<file path="src/rtl/acq_seq_pkg.sv">
// Shared types and constants for the frame-acquisition sequencer.
package acq_seq_pkg;

    typedef enum logic [2:0] {
        ST_IDLE = 3'd0,
        ST_TRIG = 3'd1,
        ST_CAPT = 3'd2,
        ST_HDR  = 3'd3,
        ST_DONE = 3'd4,
        ST_GAP  = 3'd5
    } acq_state_e;

    localparam logic [7:0] HDR_MAGIC = 8'hA5;

    // Header word sits at the last 32-bit-aligned byte address of a bank.
    function automatic logic [31:0] hdr_addr(input int addr_w);
        logic [31:0] all_ones_s;
        all_ones_s = (32'd1 << addr_w) - 32'd1;
        return all_ones_s & ~32'd3;
    endfunction

endpackage

</file>
<file path="src/rtl/acq_seq_cnt.sv">
// Loadable down-counter with zero flag; saturates at zero.
module acq_seq_cnt
    import acq_seq_pkg::*;
#(
    parameter int W = 16
) (
    input  logic         clk,
    input  logic         rst_n,
    input  logic         load,
    input  logic [W-1:0] load_val,
    input  logic         en,
    output logic         zero
);

    logic [W-1:0] cnt_r;

    // Count register: load has priority over decrement.
    always_ff @(posedge clk) begin
        if (!rst_n) begin
            cnt_r <= '0;
        end else if (load) begin
            cnt_r <= load_val;
        end else if (en && (cnt_r != '0)) begin
            cnt_r <= cnt_r - W'(1);
        end else begin
            cnt_r <= cnt_r;
        end
    end

    assign zero = (cnt_r == '0);

endmodule

</file>
<file path="src/rtl/acq_seq_ctrl.sv">
// Frame-acquisition sequencer: sensor trigger, ping-pong RAM steering, irq, timeout.
// Optional ACQ_SEQ_CTRL_FRAME_HDR_EN inserts a frame-header write before DONE.
module acq_seq_ctrl
    import acq_seq_pkg::*;
#(
    parameter int ADDR_W = 10,
    parameter int DATA_W = 32,
    parameter int CNT_W  = 16
) (
    input  logic              clk,
    input  logic              rst_n,
    input  logic              start_in,
    input  logic              stop_in,
    input  logic [7:0]        frame_num_in,
    input  logic [CNT_W-1:0]  gap_in,
    input  logic [CNT_W-1:0]  timeout_in,
    output logic              sensor_start_o,
    input  logic              adc_done_in,
    input  logic              adc_ram_wr_in,
    input  logic [ADDR_W-1:0] adc_ram_addr_in,
    input  logic [DATA_W-1:0] adc_ram_din,
    output logic              ram_wr_o,
    output logic [ADDR_W:0]   ram_addr_o,
    output logic [DATA_W-1:0] ram_din_o,
    output logic              irq_o,
    output logic              bank_o,
    output logic [7:0]        frame_cnt_o,
    output logic              busy_o,
    output logic              timeout_err_o
);

    localparam logic [ADDR_W-1:0] HDR_ADDR = ADDR_W'(hdr_addr(ADDR_W));

    acq_state_e        state_r, state_nx_s;
    logic              start_d_r, start_edge_s;
    logic              wbank_r, stop_pend_r, to_active_r;
    logic [7:0]        frame_cnt_r, cnt_inc_s;
    logic              to_fire_s, gap_zero_s, to_zero_s;
    logic              wr_nx_s, ram_wr_r;
    logic [ADDR_W:0]   addr_nx_s, ram_addr_r;
    logic [DATA_W-1:0] din_nx_s, ram_din_r, hdr_data_s;
    logic              sensor_start_r, irq_r, bank_r, busy_r, timeout_err_r;

    assign start_edge_s = start_in & ~start_d_r;
    assign cnt_inc_s    = frame_cnt_r + 8'd1;
    assign hdr_data_s   = DATA_W'({HDR_MAGIC, 8'h00, 8'h00, cnt_inc_s});

    acq_seq_cnt #(.W(CNT_W)) u_gap_cnt (
        .clk      (clk),
        .rst_n    (rst_n),
        .load     (state_r == ST_DONE),
        .load_val (gap_in),
        .en       (state_r == ST_GAP),
        .zero     (gap_zero_s)
    );

    // Loaded with timeout_in-1 so the exit lands exactly timeout_in cycles after TRIG.
    acq_seq_cnt #(.W(CNT_W)) u_to_cnt (
        .clk      (clk),
        .rst_n    (rst_n),
        .load     (state_r == ST_TRIG),
        .load_val (timeout_in - CNT_W'(1)),
        .en       (state_r == ST_CAPT),
        .zero     (to_zero_s)
    );

    // Next-state decode.
    always_comb begin
        state_nx_s = state_r;
        to_fire_s  = 1'b0;
        case (state_r)
            ST_IDLE: begin
                if (start_edge_s) state_nx_s = ST_TRIG;
                else              state_nx_s = ST_IDLE;
            end
            ST_TRIG: begin
                if (stop_in) state_nx_s = ST_IDLE;
                else         state_nx_s = ST_CAPT;
            end
            ST_CAPT: begin
                if (adc_done_in) begin
`ifdef ACQ_SEQ_CTRL_FRAME_HDR_EN
                    state_nx_s = ST_HDR;
`else
                    state_nx_s = ST_DONE;
`endif
                end else if (to_active_r && to_zero_s) begin
                    state_nx_s = ST_IDLE;
                    to_fire_s  = 1'b1;
                end else begin
                    state_nx_s = ST_CAPT;
                end
            end
            ST_HDR:  state_nx_s = ST_DONE;
            ST_DONE: begin
                if (stop_pend_r || stop_in ||
                    ((frame_num_in != 8'd0) && (cnt_inc_s == frame_num_in)))
                    state_nx_s = ST_IDLE;
                else
                    state_nx_s = ST_GAP;
            end
            ST_GAP: begin
                if (stop_in)         state_nx_s = ST_IDLE;
                else if (gap_zero_s) state_nx_s = ST_TRIG;
                else                 state_nx_s = ST_GAP;
            end
            default: state_nx_s = ST_IDLE;
        endcase
    end

    // RAM write steering: ADC data in CAPT, header word in HDR, idle otherwise.
    always_comb begin
        wr_nx_s   = 1'b0;
        addr_nx_s = ram_addr_r;
        din_nx_s  = ram_din_r;
        if (state_r == ST_CAPT) begin
            wr_nx_s   = adc_ram_wr_in;
            addr_nx_s = {wbank_r, adc_ram_addr_in};
            din_nx_s  = adc_ram_din;
        end else if (state_r == ST_HDR) begin
            wr_nx_s   = 1'b1;
            addr_nx_s = {wbank_r, HDR_ADDR};
            din_nx_s  = hdr_data_s;
        end else begin
            wr_nx_s   = 1'b0;
        end
    end

    // State, run bookkeeping and registered outputs.
    always_ff @(posedge clk) begin
        if (!rst_n) begin
            state_r        <= ST_IDLE;
            start_d_r      <= 1'b0;
            wbank_r        <= 1'b0;
            stop_pend_r    <= 1'b0;
            to_active_r    <= 1'b0;
            frame_cnt_r    <= 8'd0;
            ram_wr_r       <= 1'b0;
            ram_addr_r     <= '0;
            ram_din_r      <= '0;
            sensor_start_r <= 1'b0;
            irq_r          <= 1'b0;
            bank_r         <= 1'b0;
            busy_r         <= 1'b0;
            timeout_err_r  <= 1'b0;
        end else begin
            state_r        <= state_nx_s;
            start_d_r      <= start_in;
            ram_wr_r       <= wr_nx_s;
            ram_addr_r     <= addr_nx_s;
            ram_din_r      <= din_nx_s;
            sensor_start_r <= (state_r == ST_TRIG);
            irq_r          <= (state_r == ST_DONE);
            busy_r         <= (state_nx_s != ST_IDLE);
            if (state_r == ST_TRIG) begin
                to_active_r <= (timeout_in != '0);
            end
            if ((state_r == ST_IDLE) && start_edge_s) begin
                frame_cnt_r   <= 8'd0;
                timeout_err_r <= 1'b0;
                wbank_r       <= 1'b0;
                stop_pend_r   <= 1'b0;
            end else if (state_r == ST_DONE) begin
                bank_r      <= wbank_r;
                wbank_r     <= ~wbank_r;
                frame_cnt_r <= cnt_inc_s;
                stop_pend_r <= 1'b0;
            end else if (state_r == ST_CAPT) begin
                if (stop_in)   stop_pend_r   <= 1'b1;
                if (to_fire_s) timeout_err_r <= 1'b1;
            end
        end
    end

    assign sensor_start_o = sensor_start_r;
    assign ram_wr_o       = ram_wr_r;
    assign ram_addr_o     = ram_addr_r;
    assign ram_din_o      = ram_din_r;
    assign irq_o          = irq_r;
    assign bank_o         = bank_r;
    assign frame_cnt_o    = frame_cnt_r;
    assign busy_o         = busy_r;
    assign timeout_err_o  = timeout_err_r;

endmodule
</file>
<file path="config.mk">
export PLATFORM = sky130hd
export DESIGN_NAME = acq_seq_ctrl
export DESIGN_NICKNAME = d
export VERILOG_FILES = /design/src/rtl/acq_seq_pkg.sv /design/src/rtl/acq_seq_cnt.sv /design/src/rtl/acq_seq_ctrl.sv
export SDC_FILE = /design/constraint.sdc
export NUM_CORES = 1
export LEC_CHECK = 0
export CORE_MARGIN = 10
export CORE_UTILIZATION = 33
export DETAILED_ROUTE_END_ITERATION = 12
export PLACE_DENSITY = 0.73
export SLEW_MARGIN = 20
export SYNTH_ARGS = -nofsm -noshare
export SYNTH_HDL_FRONTEND = slang
export SYNTH_SLANG_ARGS = --single-unit
</file>
<file path="constraint.sdc">
create_clock -name clk -period 2.95 [get_ports clk]
set_clock_uncertainty 0.05 [all_clocks]
set_input_delay 0.7375 -clock clk [delete_from_list [all_inputs] [get_ports clk]]
set_output_delay 0.7375 -clock clk [all_outputs]
set_load 0.05 [all_outputs]
</file>
==> results.txt, run 1 <==
----------------------------------------------------
[Status]
  Status ... finished clean

[Logic synthesis]
  Number of warnings printed during yosys synthesis ... 0
  Number of synthesized flops with an enable pin ... 0
  Most instantiated cells after synthesis ... 96 x dfxtp_1, 65 x nor2_1, 58 x a21oi_1, 58 x nand2_1, 38 x clkbuf_1
  Syn_nets ... 697
  Cell types with the largest area share after synthesis ... dfxtp_1 40%, a21oi_1 6.1%, nor2_1 5.1%, xnor2_1 5.0%, nand2_1 4.6%
  Sequential cell area fraction in the yosys report ... 0.403
  Summed instance area of the synthesized netlist ... 4770 µm²
  FFs w/ async S/R, synth ... 0
  Average cell area after synthesis ... 7.86 µm²
  Share of Yosys cell area claimed by the top area cell type ... 0.403
  Dominant cell by count in the synthesized netlist ... dfxtp_1
  Top cell type by total area after synthesis ... dfxtp_1
  #FFs+latches synth ... 96
  Cell count after synthesis ... 606
  Predominant post-synthesis flop cell ... dfxtp_1
  Yosys cell types ... 53

[Setup path]
  Ordered cell list for the critical path ... clkdlybuf4s50_1
  Number of buffer and inverter stages on the critical path ... 1
  Type of origin of the critical path ... register
  Startpoint of the lowest-slack register-to-register path ... frame_cnt_o[0]
  Critical path's largest stage delay ... 0.90 ns
  Critical path required time ... 2.16 ns
  Slowest cell on crit path ... clkdlybuf4s50_1
  Kind of critical path ... reg2out
  Sort of element at the end of the critical path ... output pin
  Launch point of the worst path ... frame_cnt_o[3]
  Maximum fanout along the worst path ... 13
  Critical path arrival ... 1.83 ns
  CP delay by family, top ... buffers and inverters

[Hold path]
  Hold Startpoint ... ram_din_o[20]
  Worst Hold Class ... reg2reg

[Finish]
  Fill cell instance count of the final layout ... 1387
  Antenna cell count ... 0
  Final Util ... 0.485
  Net total in the final layout ... 834
  Area delta synth->final ... 42.2%
  Share of cells above drive strength 1 ... 0.0709

[CTS]
  Number of clock sinks seen by CTS ... 96
  Total CTS buffers ... 9
  Clock insertion delay at the later pin of the skew report ... 0.34 ns
  Clk root buf ... clkbuf_16
  Reg clk slew, reported paths ... 0.07 ns
  Maximum buffer depth of the clock tree ... 2
  CTS tree ... done
  Number of buffers inserted by post-CTS setup repair ... 0
  Cts repair resizes ... 0
  Hold bufs inserted after CTS ... 0
  H-tree Lvls ... 3

[Route]
  Vias ... 4875
  Pre-antenna DRT Iters ... 4
  Routed wire length ... 14900 µm
  Routed wire per std cell ... 16.0 µm
  Post-route ant nets ... 0
  Violation count after the first detailed-route iteration ... 276
  Remaining routing DRC violations ... 0
  Vias per cell ... 5.25

[Timing]
  Time the worst path needs with I/O delays and setup ... 2.62 ns
  Count of endpoints failing hold in the final timing report ... 0
  Actual slew at the worst max-slew pin ... 0.569 ns
  Worst Hold Slack ... 0.401 ns
  Unrepaired setup endpoints after global routing ... no
  Number of setup violations in the final report ... 0
  Final setup TNS ... 0 ns
  Fmax ... 382 MHz
  Final cycle utilization of the critical path ... 0.887
  Max-slew violation count ... 0
  Slew HR ... 0.619

[Floorplan]
  X dimension of the die ... 140 µm
  Top-level I/O count ... 145
  Effective utilization at floorplan ... 0.341
  Die Height ... 140 µm
  Core ar. ... 14000 µm²
  Die area ... 19600 µm²
  Standard-cell rows ... 43

[Pwr]
  Power density cells ... 474 nW/µm²
  Power, Total ... 3.21 mW
  Static leakage ... 2.38 nW
  Peak supply drop ... 247 µV

[Global route]
  Vias in the first global route ... 4703
  Global-route wire length before repair ... 24200 µm
  Overall global routing resource usage ... 0.146
  GRT Residual Overflow ... 0
  Number of antenna violations at the first check in global routing ... 0
  Pin count of the biggest net entering global routing ... 52

[Place]
  Detailed placement HPWL ... 11000 µm
  Global placer's final weighted congestion ... 0.908
  Port Buffer Count ... 144

[Run]
  Max Cap Viol ... 0

----------------------------------------------------
==> power breakdown <==
part,switching [mW],internal [mW]
Clock,0.520,0.685
Sequential,0.0455,1.34
Combinational,0.324,0.293
Total,0.889,2.32
==> sequential cells by signal (all words and copies together) (netlist names) <==
register	cells
wbank_r	1
frame_cnt_o	8
bank_o	1
sensor_start_o	1
busy_o	1
irq_o	1
ram_wr_o	1
u_to_cnt.cnt_r	16
start_d_r	1
to_active_r	1
timeout_err_o	1
ram_din_o	32
stop_pend_r	1
state_r	3
ram_addr_o	11
u_gap_cnt.cnt_r	16
==> routing by layer <==
layer	wire (µm)	track usage
met1	6690	0.181
met2	6900	0.236
met3	1090	0.0521
met4	181	0.0337
met5	0	0
==> worst register-to-register path: stages (launching register included) <==
cell and delay [ns]:
dfxtp_1 0.56, ha_1 0.43, xnor2_1 0.23, xnor2_1 0.10, nor3_1 0.15, nand4_1 0.12
o41ai_1 0.50, buf_4 0.20, nand3_1 0.07
==> per-stage QoR <==
step                std cells  area [µm²]  worst slack, ns
finish                    928        6780            0.333
global route              928        6780            0.109
CTS                       928        6780            0.308
detailed placement        912        6470           0.0210
global placement          912        6470           0.0431
floorplan                 606        4770           0.0434
==> layout by cell type, fill, tap and decap left out, drive strengths merged, types with 3 or more instances in the layout <==
master,instances
clkdlybuf4s50,144
dfxtp,96
nor2,65
nand2,58
a21oi,58
nor3,38
nand3,35
o21ai,35
buf,28
xnor2,27
xor2,22
nor4,17
or3,12
clkbuf,10
a211oi,9
or4,9
o211ai,6
nand4,6
nand3b,5
inv,5
clkinv,5
o31ai,4
and2,4
a31oi,4
nor2b,4
mux2i,3
o22ai,3
o21a,3
o311a,3
ha,3
==> kinds of logic after synthesis <==
family | share of synthesized area
compound gates | 0.177
xor+xnor | 0.0900
fa+ha+maj | 0.00788
buf+inv | 0.0425
flops | 0.403
mux | 0.00630
simple gates | 0.273
==> final timing paths <==
| check | slack [ns] | cells after the start | end |
|---|---|---|---|
| max reg2reg | 0.41 | 8 | busy_o |
| min | 0.40 | 2 | ram_din_o[20] |
| max | 0.33 | 1 | frame_cnt_o[3] |
| min reg2reg | 0.40 | 2 | ram_din_o[20] |
==> cell type report <==
type | count | area (µm²) | share of cell area
Clock buffer | 10 | 239 | 0.0353
Clock inverter | 6 | 66.3 | 0.00978
Inverter | 5 | 18.8 | 0.00277
Multi-Input combinational cell | 459 | 2660 | 0.392
Sequential cell | 96 | 1920 | 0.283
Tap cell | 180 | 225 | 0.0332
Timing Repair Buffer | 172 | 1650 | 0.244
Note: power is estimated with default switching activity, not from simulation.
==> run 2, diff against run 1 <==
--- a/config.mk
+++ b/config.mk
@@ -5,11 +5,13 @@
 export SDC_FILE = /design/constraint.sdc
 export NUM_CORES = 1
 export LEC_CHECK = 0
+export CORE_ASPECT_RATIO = 0.75
 export CORE_MARGIN = 10
 export CORE_UTILIZATION = 33
 export DETAILED_ROUTE_END_ITERATION = 12
-export PLACE_DENSITY = 0.73
+export PLACE_DENSITY = 0.72
 export SLEW_MARGIN = 20
 export SYNTH_ARGS = -nofsm -noshare
 export SYNTH_HDL_FRONTEND = slang
+export SYNTH_HIERARCHICAL = 1
 export SYNTH_SLANG_ARGS = --single-unit
==> constraint.sdc (replaced) <==
create_clock -name clk -period 2.4 [get_ports clk]
set_clock_uncertainty 0.05 [all_clocks]
set_input_delay 0.6 -clock clk [delete_from_list [all_inputs] [get_ports clk]]
set_output_delay 0.6 -clock clk [all_outputs]
set_load 0.05 [all_outputs]
==> results.txt, run 2 <==
----------------------------------------------------
[Logic synthesis]
  Number of warnings printed during yosys synthesis ... 6 (+6)
  Top cell type by total area after synthesis ... dfxtp_1
  Predominant post-synthesis flop cell ... dfxtp_1
  FFs w/ async S/R, synth ... 0 (unchanged)
  Syn_nets ... 703 (+0.86%)
  Yosys cell types ... 55 (+3.8%)
  Cell types with the largest area share after synthesis ... dfxtp_1 38%, xnor2_1 6.5%, nor2_1 5.0%, nand2_1 4.4%, a21oi_1 4.3%
  Sequential cell area fraction in the yosys report ... 0.385 (-0.0183)
  Number of synthesized flops with an enable pin ... 0 (unchanged)
  Share of Yosys cell area claimed by the top area cell type ... 0.385 (-0.0183)
  Summed instance area of the synthesized netlist ... 4990 µm² (+4.8%)
  Cell count after synthesis ... 611 (+0.83%)
  Dominant cell by count in the synthesized netlist ... dfxtp_1
  Most instantiated cells after synthesis ... 96 x dfxtp_1, 67 x nor2_1, 58 x nand2_1
  Average cell area after synthesis ... 8.17 µm² (+3.9%)
  #FFs+latches synth ... 96 (unchanged)

[Pwr]
  Switching component of the power ... 1.06 mW (+19%)
  Relative contribution of combinational cells to total power ... 0.177 (-0.015)
  Static leakage ... 2.50 nW (+4.8%)
  Peak supply drop ... 309 µV (+25%)
  Flop pwr share ... 0.437 (+0.004)
  Switching portion of total power ... 0.273 (-0.00419)
  Power density cells ... 545 nW/µm² (+15%)
  Clock share of power ... 0.387 (+0.012)
  Power, Total ... 3.89 mW (+21%)
  Internal power summed over all cells ... 2.83 mW (+22%)

[Finish]
  Commonest non-fill, non-tap cells in the layout ... 135 x clkdlybuf4s50_1, 93 x dfxtp_1, 67 x nor2_1, 58 x nand2_1, 43 x a21oi_1
  Final Util ... 0.487 (+0.00214)
  Share of cells above drive strength 1 ... 0.112 (+0.0407)
  Largest register FFs ... 32 (unchanged)
  Area delta synth->final ... 42.8%
  Commonest non-fill, non-tap cell in the layout ... clkdlybuf4s50_1
  Net total in the final layout ... 858 (+2.9%)

[Setup path]
  Ordered cell list for the critical path ... clkdlybuf4s50_1
  Logic depth of the worst path, buffers included ... 1 (unchanged)
  Slowest cell on crit path ... clkdlybuf4s50_1
  Capture point of the worst path ... frame_cnt_o[6]
  End of the worst register-to-register path ... busy_o
  Type of origin of the critical path ... register
  Kind of critical path ... reg2out
  CP delay by family, top ... buffers and inverters
  Reg2Reg Depth ... 7 (-1)
  Sort of element at the end of the critical path ... output pin
  Maximum fanout along the worst path ... 7 (-6)
  Critical path arrival ... 1.68 ns (-0.15 ns)
  Worst reg-to-reg setup slack ... 0.13 ns (-0.28 ns)
  Critical path's largest stage delay ... 0.87 ns (-0.03 ns)
  Startpoint of the lowest-slack register-to-register path ... frame_cnt_o[0]
  Number of buffer and inverter stages on the critical path ... 1 (unchanged)
  Launch point of the worst path ... frame_cnt_o[6]
  Critical path required time ... 1.75 ns (-0.41 ns)

[CTS]
  Clock insertion delay at the later pin of the skew report ... 0.34 ns (about the same)
  Hold bufs inserted after CTS ... 0 (unchanged)
  H-tree Lvls ... 3 (unchanged)
  Clk root buf ... clkbuf_16
  Number of clock sinks seen by CTS ... 96 (unchanged)
  Reg clk slew, reported paths ... 0.07 ns (about the same)
  CTS tree ... done
  Maximum buffer depth of the clock tree ... 2 (unchanged)
  Total CTS buffers ... 9 (unchanged)

[Route]
  Post-route ant nets ... 0 (unchanged)
  Routed wire length ... 15000 µm (+0.81%)
  Pre-antenna DRT Iters ... 5 (+1)
  Violation count after the first detailed-route iteration ... 330 (+20%)
  Vias per cell ... 4.98 (-5.1%)
  Vias ... 4845 (-0.62%)
  Remaining routing DRC violations ... 0 (unchanged)
  Routed wire per std cell ... 15.4 µm (-3.8%)

[Global route]
  Overall global routing resource usage ... 0.143 (-0.00293)
  GRT Residual Overflow ... 0 (unchanged)
  Global-route wire length before repair ... 24500 µm (+1.2%)
  Vias in the first global route ... 4693 (-0.21%)
  Pin count of the biggest net entering global routing ... 50 (-3.8%)
  Number of antenna violations at the first check in global routing ... 0 (unchanged)

[Floorplan]
  Top-level I/O count ... 145 (unchanged)
  Die Height ... 127 µm (-9.7%)
  Standard-cell rows ... 38 (-12%)
  Core ar. ... 14600 µm² (+4.7%)
  Effective utilization at floorplan ... 0.341 (about the same)
  X dimension of the die ... 162 µm (+16%)
  Die area ... 20500 µm² (+4.3%)

[Timing]
  Fmax ... 429 MHz
  Slew HR ... 0.516 (-0.104)
  Final cycle utilization of the critical path ... 0.972
  Time the worst path needs with I/O delays and setup ... 2.33 ns
  Actual slew at the worst max-slew pin ... 0.717 ns (+0.148 ns)
  Unrepaired setup endpoints after global routing ... no
  Count of endpoints failing hold in the final timing report ... 0 (unchanged)
  Worst Hold Slack ... 0.409 ns (+0.00756 ns)
  Number of setup violations in the final report ... 0 (unchanged)
  Max-slew violation count ... 0 (unchanged)

[Place]
  Global placer's final weighted congestion ... 0.888 (-2.2%)
  Port Buffer Count ... 144 (unchanged)
  Detailed placement HPWL ... 11100 µm (+0.77%)

[Status]
  Status ... finished clean

[Run]
  Max Cap Viol ... 0 (unchanged)

[Hold path]
  Worst Hold Class ... reg2reg
  Hold Startpoint ... ram_din_o[27]

----------------------------------------------------
run 2: cell types whose count changed in the layout (fill, tap and decap cells not counted), sizes merged, moves of 10 or more:
cell and delta:
nor3b +15, a21oi -15, xnor2 +10, nor2b +10, a21boi +23, buf +16, inv +10
run 2: layout make-up:
cell class,count,area [µm²]
Antenna cell,1,2.50
Clock buffer,10,239
Clock inverter,6,73.8
Fill cell,1433,7520
Inverter,14,56.3
Multi-Input combinational cell,463,2880
Sequential cell,96,1930
Tap cell,200,250
Timing Repair Buffer,181,1690
Timing Repair inverter,1,7.51
run 2: per-stage QoR:
stage / setup WS [ns] / TNS [ns] / instances / cell area (µm²)
floorplan: 0.00245 / 0 / 611 / 5000
global placement: -0.490 / -4.28 / 951 / 6760
detailed placement: -0.511 / -4.84 / 951 / 6760
CTS: 0.00360 / 0 / 970 / 7110
global route: 0.00276 / 0 / 971 / 7130
finish: 0.0665 / 0 / 972 / 7130
run 2: metal layers:
| layer | track usage | up-vias | wire [µm] |
|---|---|---|---|
| met4 | 0.0283 | 0 | 143 |
| met2 | 0.210 | 155 | 6310 |
| li1 | - | 2442 | - |
| met5 | 0 | - | 0 |
| met1 | 0.193 | 2237 | 7150 |
| met3 | 0.0579 | 11 | 1370 |
run 2: worst min-delay path by stage:
stage / to / slack [ns] / cells after the start
finish: ram_din_o[27] / 0.41 / 2
global route: ram_din_o[9] / 0.44 / 2
CTS: ram_din_o[27] / 0.41 / 2
detailed placement: ram_din_o[27] / 0.40 / 2
global placement: ram_din_o[25] / 0.40 / 2
floorplan: ram_addr_o[10] / 0.42 / 2
run 2: timing repair:
item / 4_1_cts / 5_1_grt
buffers inserted: 3 / 0
resized for setup: 21 / 4
cloned: 0 / 1
endpoints found under the setup margin: 6 / 13
pin swaps: 8 / 6
run 2: power groups by stage:
stage / sequential (mW) / clock (mW) / combinational [mW]
finish: 1.70 / 1.50 / 0.686
global route: 1.71 / 1.62 / 0.747
CTS: 1.70 / 1.56 / 0.681
detailed placement: 1.73 / 0 / 0.677
global placement: 1.73 / 0 / 0.679
floorplan: 1.80 / 0 / 0.307
run 2: kinds of logic after synthesis:
kind of cell	share of synthesized area
mux	0.0160
fa+ha+maj	0.0100
buf+inv	0.0454
simple gates	0.286
xor+xnor	0.0965
flops	0.385
compound gates	0.161
==> run 3, diff against run 2 <==
--- a/config.mk
+++ b/config.mk
@@ -5,11 +5,12 @@
 export SDC_FILE = /design/constraint.sdc
 export NUM_CORES = 1
 export LEC_CHECK = 0
+export ABC_AREA = 1
 export CORE_ASPECT_RATIO = 0.75
 export CORE_MARGIN = 10
 export CORE_UTILIZATION = 33
 export DETAILED_ROUTE_END_ITERATION = 12
-export PLACE_DENSITY = 0.72
+export PLACE_DENSITY = 0.71
 export SLEW_MARGIN = 20
 export SYNTH_ARGS = -nofsm -noshare
 export SYNTH_HDL_FRONTEND = slang
==> results.txt, run 3 <==
----------------------------------------------------
[CTS]
  Maximum buffer depth of the clock tree ... 2 (unchanged)
  Clock insertion delay at the later pin of the skew report ... 0.34 ns (about the same)
  Total CTS buffers ... 9 (unchanged)
  CTS tree ... done
  Hold bufs inserted after CTS ... 0 (unchanged)
  H-tree Lvls ... 3 (unchanged)
  Reg clk slew, reported paths ... 0.07 ns (about the same)
  Number of clock sinks seen by CTS ... 96 (unchanged)
  Clk root buf ... clkbuf_16

[Setup path]
  Type of origin of the critical path ... input pin
  Kind of critical path ... in2reg
  Reg2Reg Depth ... 13 (+6)
  Maximum fanout along the worst path ... 3 (-4)
  Startpoint of the lowest-slack register-to-register path ... u_to_cnt/cnt_r[1]
  Critical path required time ... 2.63 ns (+0.88 ns)
  Sort of element at the end of the critical path ... register
  Critical path arrival ... 2.51 ns (+0.83 ns)
  Capture point of the worst path ... u_to_cnt/cnt_r[12]
  Launch point of the worst path ... timeout_in[1]
  End of the worst register-to-register path ... busy_o
  Worst reg-to-reg setup slack ... 0.29 ns (+0.16 ns)

[Pwr]
  Relative contribution of combinational cells to total power ... 0.234 (+0.057)
  Power density cells ... 563 nW/µm² (+3.3%)
  Static leakage ... 3.34 nW (+34%)
  Switching portion of total power ... 0.300 (+0.0276)
  Clock share of power ... 0.364 (-0.023)
  Internal power summed over all cells ... 2.99 mW (+5.8%)
  Peak supply drop ... 318 µV (+2.8%)
  Switching component of the power ... 1.28 mW (+21%)
  Flop pwr share ... 0.402 (-0.035)

[Floorplan]
  Standard-cell rows ... 40 (+5.3%)
  X dimension of the die ... 168 µm (+3.5%)
  Core ar. ... 16000 µm² (+9.4%)
  Top-level I/O count ... 145 (unchanged)
  Die Height ... 131 µm (+3.3%)
  Die area ... 21900 µm² (+6.9%)
  Effective utilization at floorplan ... 0.337 (-0.00411)

[Logic synthesis]
  Average cell area after synthesis ... 6.41 µm² (-22%)
  Cell count after synthesis ... 841 (+38%)
  Dominant cell by count in the synthesized netlist ... nand2_1
  Top cell type by total area after synthesis ... dfxtp_1
  #FFs+latches synth ... 96 (unchanged)
  Syn_nets ... 933 (+33%)
  Predominant post-synthesis flop cell ... dfxtp_1
  Summed instance area of the synthesized netlist ... 5390 µm² (+8.0%)
  Number of synthesized flops with an enable pin ... 0 (unchanged)
  Share of Yosys cell area claimed by the top area cell type ... 0.356 (-0.0287)
  Cell types with the largest area share after synthesis ... dfxtp_1 36%, nand2_1 16%, nor2_1 11%, inv_1 5.4%, nand3_1 4.2%
  Most instantiated cells after synthesis ... 235 x nand2_1, 165 x nor2_1, 96 x dfxtp_1
  Sequential cell area fraction in the yosys report ... 0.356 (-0.0287)
  Number of warnings printed during yosys synthesis ... 6 (unchanged)
  Yosys cell types ... 36 (-35%)
  FFs w/ async S/R, synth ... 0 (unchanged)

[Finish]
  Commonest non-fill, non-tap cells in the layout ... 235 x nand2_1, 165 x nor2_1, 140 x clkdlybuf4s50_1, 96 x dfxtp_1, 77 x inv_1
  Antenna cell count ... 0 (-1)
  Share of cells above drive strength 1 ... 0.120 (+0.00802)
  Commonest non-fill, non-tap cell in the layout ... nand2_1
  Area delta synth->final ... 40.7%
  Largest register FFs ... 32 (unchanged)
  Net total in the final layout ... 1099 (+28%)

[Hold path]
  Worst Hold Class ... reg2reg

[Run]
  Max Cap Viol ... 0 (unchanged)

[Global route]
  Overall global routing resource usage ... 0.149 (+0.00620)
  Number of antenna violations at the first check in global routing ... 0 (unchanged)
  Global-route wire length before repair ... 27400 µm (+12%)
  Vias in the first global route ... 5403 (+15%)
  Pin count of the biggest net entering global routing ... 37 (-26%)
  GRT Residual Overflow ... 0 (unchanged)

[Place]
  Global placer's final weighted congestion ... 0.908 (+2.3%)
  Port Buffer Count ... 144 (unchanged)
  Detailed placement HPWL ... 13000 µm (+17%)

[Timing]
  Final cycle utilization of the critical path ... 0.952 (-0.0208)
  Number of setup violations in the final report ... 0 (unchanged)
  Fmax ... 438 MHz (+2.2%)
  Actual slew at the worst max-slew pin ... 0.767 ns (+0.0491 ns)
  Worst Hold Slack ... 0.414 ns (+0.00469 ns)
  Count of endpoints failing hold in the final timing report ... 0 (unchanged)
  Final setup TNS ... 0 ns (unchanged)
  Time the worst path needs with I/O delays and setup ... 2.28 ns (-0.0498 ns)
  Max-slew violation count ... 0 (unchanged)
  Slew HR ... 0.488 (-0.0272)

[Status]
  Status ... finished clean

[Route]
  Vias per cell ... 4.67 (-6.4%)
  Pre-antenna DRT Iters ... 5 (unchanged)
  Routed wire per std cell ... 13.9 µm (-10%)
  Post-route ant nets ... 0 (unchanged)
  Remaining routing DRC violations ... 0 (unchanged)
  Routed wire length ... 16900 µm (+13%)
  Violation count after the first detailed-route iteration ... 448 (+36%)
  Vias ... 5702 (+18%)

----------------------------------------------------
[run 3: cell count changes after synthesis, sizes merged, moves of 12 or more]
cell,previous run,this run
a21boi,24,0
clkbuf,32,7
inv,13,85
nand2,58,250
nand3,26,48
nor2,69,185
nor2b,14,0
nor3,34,6
nor3b,17,0
o221a,0,12
xnor2,37,5
[run 3: metrics by stage]
stage	utilization	cell area, µm²	total power, mW	setup WS (ns)	std cells
2_1_floorplan	-	5390	2.37	0.292	841
3_3_place_gp	0.452	7240	2.73	-0.174	1205
3_5_place_dp	0.452	7240	2.74	-0.202	1205
4_1_cts	0.472	7560	4.32	0.103	1221
5_1_grt	0.474	7590	4.51	-0.0207	1222
6_report	0.474	7590	4.27	0.116	1222
[run 3: timing repair]
item / in CTS / in global routing
buffers inserted: 0 / 1
gates resized for setup: 0 / 5
endpoints found under the setup margin: 0 / 3
[run 3: worst min path at each step]
| stage | startpoint | endpoint | slack (ns) | depth (start not counted) |
|---|---|---|---|---|
| floorplan | wbank_r | wbank_r | 0.40 | 2 |
| CTS | ram_din_o[8] | ram_din_o[8] | 0.42 | 2 |
| detailed placement | ram_din_o[8] | ram_din_o[8] | 0.41 | 2 |
| global placement | ram_din_o[28] | ram_din_o[28] | 0.40 | 2 |
| global route | ram_din_o[9] | ram_din_o[9] | 0.44 | 2 |
| finish | ram_din_o[16] | ram_din_o[16] | 0.41 | 2 |
[run 3: critical path, cell delays in order]
cell             delay, ns
clkdlybuf4s50_1       0.42
inv_1                 0.06
ha_1                  0.15
nand2_1               0.09
nor2_1                0.09
nand2_1               0.07
or3_4                 0.36
nor2_4                0.13
xor2_1                0.16
nor2_1                0.06
nor2_1                0.15
o21ai_2               0.07
nor2_1                0.09
[run 3: cells by family after synthesis]
| logic type | count (synthesis) | share of synthesized area |
|---|---|---|
| AND/OR/NAND/NOR | 508 | 0.405 |
| flip-flops | 96 | 0.356 |
| adder cells (fa/ha/maj) | 4 | 0.00928 |
| AO/OA/AOI/OAI | 106 | 0.119 |
| buffers and inverters | 110 | 0.0828 |
| XOR/XNOR | 17 | 0.0276 |
[run 3: routing by layer]
metal  up-vias  global-route usage  routed length (µm)
li1       2996                   -                   -
met1      2535               0.202                8180
met2       157               0.232                7390
met3        14              0.0421                1170
met4         0              0.0327                 190
met5         -                   0                   0
[run 3: power groups by stage]
stage / combinational (mW) / clock [mW] / sequential (mW)
2_1_floorplan: 0.545 / 0 / 1.82
3_5_place_dp: 0.989 / 0 / 1.75
3_3_place_gp: 0.982 / 0 / 1.75
6_report: 1.00 / 1.56 / 1.72
5_1_grt: 1.12 / 1.66 / 1.72
4_1_cts: 0.999 / 1.61 / 1.71
[run 3: area by class of cell]
type / instances / area [µm²]
Timing Repair Buffer: 177 / 1710
Clock buffer: 9 / 225
Tap cell: 210 / 263
Sequential cell: 96 / 1920
Inverter: 88 / 330
Clock inverter: 7 / 96.3
Multi-Input combinational cell: 635 / 3040
Fill cell: 1644 / 8430
